`src/rtl/cpu_pkg.sv`:
```
// cpu_pkg: shared CPU widths, instruction field positions and opcode encodings
package cpu_pkg;
   localparam int INSTR_W = 8;
   localparam int PC_W    = 4;
   localparam int OP_HI   = 7;
   localparam int OP_LO   = 5;
   localparam int DST_HI  = 4;
   localparam int DST_LO  = 3;
   localparam int SRC_HI  = 2;
   localparam int SRC_LO  = 1;
   typedef enum logic [2:0] {
      OP_ADD = 3'b000,
      OP_AND = 3'b010,
      OP_NOT = 3'b101
   } opcode_t;
   function automatic opcode_t opcode_of(input logic [INSTR_W-1:0] i);
      return opcode_t'(i[OP_HI:OP_LO]);
   endfunction
   function automatic logic [1:0] dest_of(input logic [INSTR_W-1:0] i);
      return i[DST_HI:DST_LO];
   endfunction
   function automatic logic [1:0] src_of(input logic [INSTR_W-1:0] i);
      return i[SRC_HI:SRC_LO];
   endfunction
endpackage

```
`src/rtl/fetch_queue.sv`:
```
// fetch_queue: synchronous FIFO of {pc, instr} entries with flush and occupancy count
module fetch_queue
   import cpu_pkg::*;
#(
   parameter int DEPTH   = 4,
   parameter int PC_W    = cpu_pkg::PC_W,
   parameter int INSTR_W = cpu_pkg::INSTR_W,
   localparam int AW     = $clog2(DEPTH),
   localparam int CW     = AW + 1
) (
   input  logic               clk,
   input  logic               reset,
   input  logic               flush,
   input  logic               push,
   input  logic [PC_W-1:0]    push_pc,
   input  logic [INSTR_W-1:0] push_instr,
   input  logic               pop,
   output logic [PC_W-1:0]    head_pc,
   output logic [INSTR_W-1:0] head_instr,
   output logic [CW-1:0]      count,
   output logic               empty
);
   logic [PC_W-1:0]    pc_mem    [DEPTH];
   logic [INSTR_W-1:0] instr_mem [DEPTH];
   logic [AW-1:0]      rd_ptr, wr_ptr;
   logic               do_push, do_pop;
   // a push into a full queue is only legal when the head leaves in the same cycle
   always_comb begin
      do_pop     = pop && count != '0;
      do_push    = push && (count != CW'(DEPTH) || do_pop);
      empty      = count == '0;
      head_pc    = pc_mem[rd_ptr];
      head_instr = instr_mem[rd_ptr];
   end
   // pointers and occupancy; flush empties the queue and beats any same-cycle push/pop
   always_ff @(posedge clk) begin
      if (reset || flush) begin
         rd_ptr <= '0;
         wr_ptr <= '0;
         count  <= '0;
      end else begin
         wr_ptr <= do_push ? wr_ptr + AW'(1) : wr_ptr;
         rd_ptr <= do_pop ? rd_ptr + AW'(1) : rd_ptr;
         count  <= count + CW'(do_push) - CW'(do_pop);
      end
   end
   // entry storage, meaningless until pointed at by a valid slot
   always_ff @(posedge clk) begin
      if (do_push) begin
         pc_mem[wr_ptr]    <= push_pc;
         instr_mem[wr_ptr] <= push_instr;
      end
   end
endmodule

```
`src/rtl/instr_fetch.sv`:
```
// instr_fetch: PC sequencing, one-cycle memory read tracking and prefetch queue front end
module instr_fetch
   import cpu_pkg::*;
#(
   parameter int DEPTH   = 4,
   parameter int PC_W    = cpu_pkg::PC_W,
   parameter int INSTR_W = cpu_pkg::INSTR_W
) (
   input  logic               clk,
   input  logic               reset,
   output logic               imem_en,
   output logic [PC_W-1:0]    imem_addr,
   input  logic [INSTR_W-1:0] imem_rdata,
   output logic [INSTR_W-1:0] instr,
   output logic [PC_W-1:0]    instr_pc,
   output logic               instr_valid,
   input  logic               instr_ready,
   input  logic               redirect_valid,
   input  logic [PC_W-1:0]    redirect_pc,
   input  logic               halt
);
   localparam int CW = $clog2(DEPTH) + 1;
   logic [PC_W-1:0]    pc, inflight_pc, head_pc;
   logic [INSTR_W-1:0] head_instr;
   logic [CW-1:0]      q_count;
   logic               inflight, q_empty;
   // issue only when the queue can absorb every outstanding response; outputs come from queue state
   always_comb begin
      imem_en     = !reset && !halt && !redirect_valid && (q_count + CW'(inflight) < CW'(DEPTH));
      imem_addr   = reset ? '0 : pc;
      instr_valid = !reset && !q_empty;
      instr       = instr_valid ? head_instr : '0;
      instr_pc    = instr_valid ? head_pc : '0;
   end
   // fetch PC and the single read whose data returns next cycle (never set under reset/redirect)
   always_ff @(posedge clk) begin
      pc          <= reset ? '0 : redirect_valid ? redirect_pc : imem_en ? pc + PC_W'(1) : pc;
      inflight    <= imem_en;
      inflight_pc <= pc;
   end
   fetch_queue #(
      .DEPTH  (DEPTH),
      .PC_W   (PC_W),
      .INSTR_W(INSTR_W)
   ) u_queue (
      .clk       (clk),
      .reset     (reset),
      .flush     (redirect_valid),
      .push      (inflight),
      .push_pc   (inflight_pc),
      .push_instr(imem_rdata),
      .pop       (instr_valid && instr_ready),
      .head_pc   (head_pc),
      .head_instr(head_instr),
      .count     (q_count),
      .empty     (q_empty)
   );
endmodule
```
`config.mk`:
```
export PLATFORM = sky130hd
export DESIGN_NAME = instr_fetch
export DESIGN_NICKNAME = d
export VERILOG_FILES = /design/src/rtl/cpu_pkg.sv /design/src/rtl/fetch_queue.sv /design/src/rtl/instr_fetch.sv
export SDC_FILE = /design/constraint.sdc
export NUM_CORES = 1
export LEC_CHECK = 0
export ABC_AREA = 1
export CAP_MARGIN = 10
export CORE_MARGIN = 2
export CORE_UTILIZATION = 55
export DETAILED_ROUTE_END_ITERATION = 10
export DONT_BUFFER_PORTS = 1
export PLACE_DENSITY_LB_ADDON = 0.15
export SKIP_CTS_REPAIR_TIMING = 1
export SLEW_MARGIN = 10
export SYNTH_ARGS = -nofsm -noshare
export SYNTH_HDL_FRONTEND = slang
export SYNTH_SLANG_ARGS = --single-unit
```
`constraint.sdc`:
```
create_clock -name clk -period 4 [get_ports clk]
set_clock_uncertainty 0.15 [all_clocks]
set_input_delay 0.6 -clock clk [delete_from_list [all_inputs] [get_ports clk]]
set_output_delay 0.6 -clock clk [all_outputs]
set_load 0.005 [all_outputs]
```
==> results.sh <==
export IMPL_run_status="finished, final reports clean"
export IMPL_rr_worst_depth=12
export IMPL_seqPwrFrac_pct=57.8
export IMPL_regArea_mm2=0.00180
export IMPL_antenna_found_initial=0
export IMPL_slowest_stage="dfxtp_1"
export IMPL_avgSynthCellArea_um2=10.5
export IMPL_cpLargestDelayFamily="flip-flops"
export IMPL_wl_um=4820
export IMPL_design_die_area_mm2=0.00561
export IMPL_power_density_mw_per_mm2=434
export IMPL_synth_top_family_by_area="simple AND/OR/NAND/NOR gates"
export IMPL_fmaxAchievable_ghz=0.352
export IMPL_comb_power_share_pct=3.5
export IMPL_cellLeakagePower_nw=1.16
export IMPL_setup_tns_ns=0
export IMPL_synth_seq_area_share_pct=65.1
export IMPL_synthSimpleGateAreaFrac_pct=16.2
export IMPL_clkPwrFrac_pct=38.7
export IMPL_dp_cells=326
export IMPL_hold_end="u_queue.instr_mem[1][0]$_DFFE_PP_"
export IMPL_finalCriticalPeriod_ns=2.84
export IMPL_hold_class="input pin to register"
export IMPL_r2r_start="u_queue.count[1]$_SDFF_PP0_"
export IMPL_route_vias_total=1773
export IMPL_clock_root_buffer="clkbuf_8"
export IMPL_drtIter0Drc=104
export IMPL_netlist_area_mm2=0.00277
export IMPL_cts_tree="yes"
export IMPL_grt_pass1_wl_um=7360
export IMPL_clkLatencyLatePin_ns=0.33
export IMPL_placed_cell_area_mm2=0.00284
export IMPL_cts_buffers=9
export IMPL_arrival_ns=2.09
export IMPL_place_detailed_hpwl_um=2950
export IMPL_clock_sinks=66
export IMPL_syn_num_nets=288
export IMPL_ir_worst_vdd_uv=198
export IMPL_worst_r2r_endpoint="u_queue.count[2]$_SDFF_PP0_"
export IMPL_hold_slack_ns=0.205
export IMPL_yosysUniqueCellTypes=26
export IMPL_io_pins=35
export IMPL_final_hold_violation_count=0
export IMPL_synthMuxAreaShare_pct=0
export IMPL_crit_required_ns=3.25
export IMPL_h_tree_depth=3
export IMPL_ant_nets=0
export IMPL_grt_max_degree=26
export IMPL_slowest_delay_ns=0.92
export IMPL_grt_pass1_vias=1640
export IMPL_drive_above_1_share_pct=9.82
export IMPL_critPathLaunchType="register"
export IMPL_synth_area_leader_cell="edfxtp_1"
export IMPL_min_path_cells=0
export IMPL_synth_compound_gate_area_share_pct=8.41
export IMPL_gp_congestion=0.785
export IMPL_final_core_util_pct=63.2
export IMPL_final_area_mm2=0.00302
export IMPL_p_int_mw=1.04
export IMPL_num_rows=25
export IMPL_netlist_top_cells_area="edfxtp_1 52%, dfxtp_1 13%, nor2_1 8.7%"
export IMPL_hold_start="imem_rdata[0]"
export IMPL_yosys_register_bits=66
export IMPL_syn_to_final_growth_pct=9.27
export IMPL_grt_overflow=0
export IMPL_rsz0062_at_grt="no"
export IMPL_drc=0
export IMPL_fin_cells=342
export IMPL_synth_xor_area_share_pct=0.950
export IMPL_finalNetCount=295
export IMPL_coreArea_mm2=0.00479
export IMPL_path_cells="inv_2 > o21ai_0 > a21oi_1"
export IMPL_synth_top_area_share_pct=52.1
export IMPL_worstSetupEndpointType="output port"
export IMPL_routedWlPerCell_um=14.1
export IMPL_nFillCells=382
export IMPL_finalCritPeriodShare_pct=71.0
export IMPL_initial_utilization_pct=57.8
export IMPL_cp_max_fo=25
export IMPL_worstSetupPathType="register to output port"
export IMPL_io_buffers=0
export IMPL_drv_slew=0
export IMPL_p_sw_share_pct=20.8
export IMPL_cp_buffers_inverters=1
export IMPL_timing_max_cap_violations=0
export IMPL_clockBufferDepth=2
export IMPL_die_h_um=74.9
export IMPL_relSlewSlack_pct=39.1
export IMPL_setup_viol=0
export IMPL_drt_first_pass_iters=4
export IMPL_netlist_instances=263
export IMPL_grt_usage_pct=18.9
export IMPL_ys_warn_count=0
export IMPL_synth_adder_area_share_pct=3.89
export IMPL_multi_input_area_um2=815
export IMPL_p_switching_mw=0.273
export IMPL_viasPerCell=5.18
export IMPL_diodes=0
export IMPL_die_x_um=74.9
export IMPL_r2r_slack_ns=1.55
export IMPL_clkTransAtPathRegs_ns=0.07
export IMPL_worst_pin_slew_ns=0.912
## registers in the layout, summed over array words and instances, names as in the netlist, named ones only
signal and flops:
inflight 1, inflight_pc 4, pc 4, u_queue.count 3
u_queue.instr_mem 32, u_queue.pc_mem 16, u_queue.rd_ptr 2, u_queue.wr_ptr 2
## through the flow
stage,setup WS [ns],power [mW]
3_3_place_gp,1.50,0.818
5_1_grt,0.986,1.36
3_5_place_dp,1.43,0.819
2_1_floorplan,1.56,0.808
6_report,1.16,1.31
4_1_cts,1.19,1.32
## power by group through the flow
| stage | combinational, mW | sequential (mW) | clock (mW) |
|---|---|---|---|
| 6_report | 0.0455 | 0.759 | 0.508 |
| 5_1_grt | 0.0536 | 0.760 | 0.544 |
| 4_1_cts | 0.0461 | 0.759 | 0.520 |
| 3_5_place_dp | 0.0458 | 0.774 | 0 |
| 3_3_place_gp | 0.0447 | 0.773 | 0 |
| 2_1_floorplan | 0.0378 | 0.770 | 0 |
## how the worst max path moves through the flow
stage	from	endpoint	slack, ns	depth (start not counted)
2_1_floorplan	reset	u_queue.count[2]$_SDFF_PP0_	1.56	11
3_3_place_gp	reset	u_queue.count[2]$_SDFF_PP0_	1.50	11
3_5_place_dp	reset	u_queue.count[2]$_SDFF_PP0_	1.43	11
4_1_cts	register	instr[3]	1.19	3
5_1_grt	register	instr[3]	0.99	3
6_report	register	instr[3]	1.16	3
## worst register-to-register path: stages (launching register included)
cell	delay [ns]
dfxtp_1	0.36
nor2_1	0.16
nand2_1	0.08
nand3_1	0.15
inv_1	0.09
ha_1	0.27
inv_1	0.05
ha_1	0.13
inv_1	0.04
fa_1	0.37
xnor2_1	0.14
or2_2	0.27
a21oi_1	0.12
## cell usage after synthesis, drive strengths merged
| library cell | number |
|---|---|
| a21oi | 18 |
| buf | 5 |
| clkbuf | 3 |
| dfxtp | 18 |
| edfxtp | 48 |
| fa | 1 |
| ha | 7 |
| inv | 28 |
| nand2 | 26 |
| nand3 | 9 |
| nand3b | 1 |
| nand4 | 2 |
| nor2 | 65 |
| o211ai | 1 |
| o21ai | 27 |
| or2 | 1 |
| xnor2 | 2 |
| xor2 | 1 |
## cells in the final DEF (no fill, tap or decap), types with 2 or more instances in the layout
cell / netlist / routed
nor2_1: 64 / 64
edfxtp_1: 48 / 48
buf_4: 2 / 4
clkbuf_8: 0 / 12
xnor2_1: 2 / 2
clkbuf_1: 1 / 2
nand2_4: 2 / 2
nand2_1: 24 / 24
nand3_1: 8 / 8
inv_2: 3 / 3
nand4_1: 2 / 2
a21oi_1: 18 / 18
o21ai_0: 27 / 27
dfxtp_1: 18 / 18
ha_1: 7 / 7
inv_1: 24 / 24
## logic make-up after synthesis
logic type / count (synthesis)
DFF: 66
adders and majority gates: 8
xor gates and xnor gates: 3
and+or+nand+nor: 104
buffers and inverters: 36
AOI/OAI and AO/OA: 46
## per-layer routing
layer | up-vias | part of all wire [%] | global-route usage (%)
li1 | 887 | - | -
met1 | 833 | 43 | 21.3
met2 | 46 | 50 | 31.2
met3 | 7 | 5.3 | 5.89
met4 | 0 | 1.6 | 11.7
met5 | - | 0 | 0
## cell type report
cell class | instances | share of cell area, %
sequential | 66 | 59.6
multi-input combinational | 161 | 26.9
clock buffer | 14 | 5.71
inverter | 28 | 3.56
tap | 67 | 2.77
timing repair buffer | 4 | 0.993
clock inverter | 2 | 0.414
No activity file was read; power rests on OpenSTA's default activity.
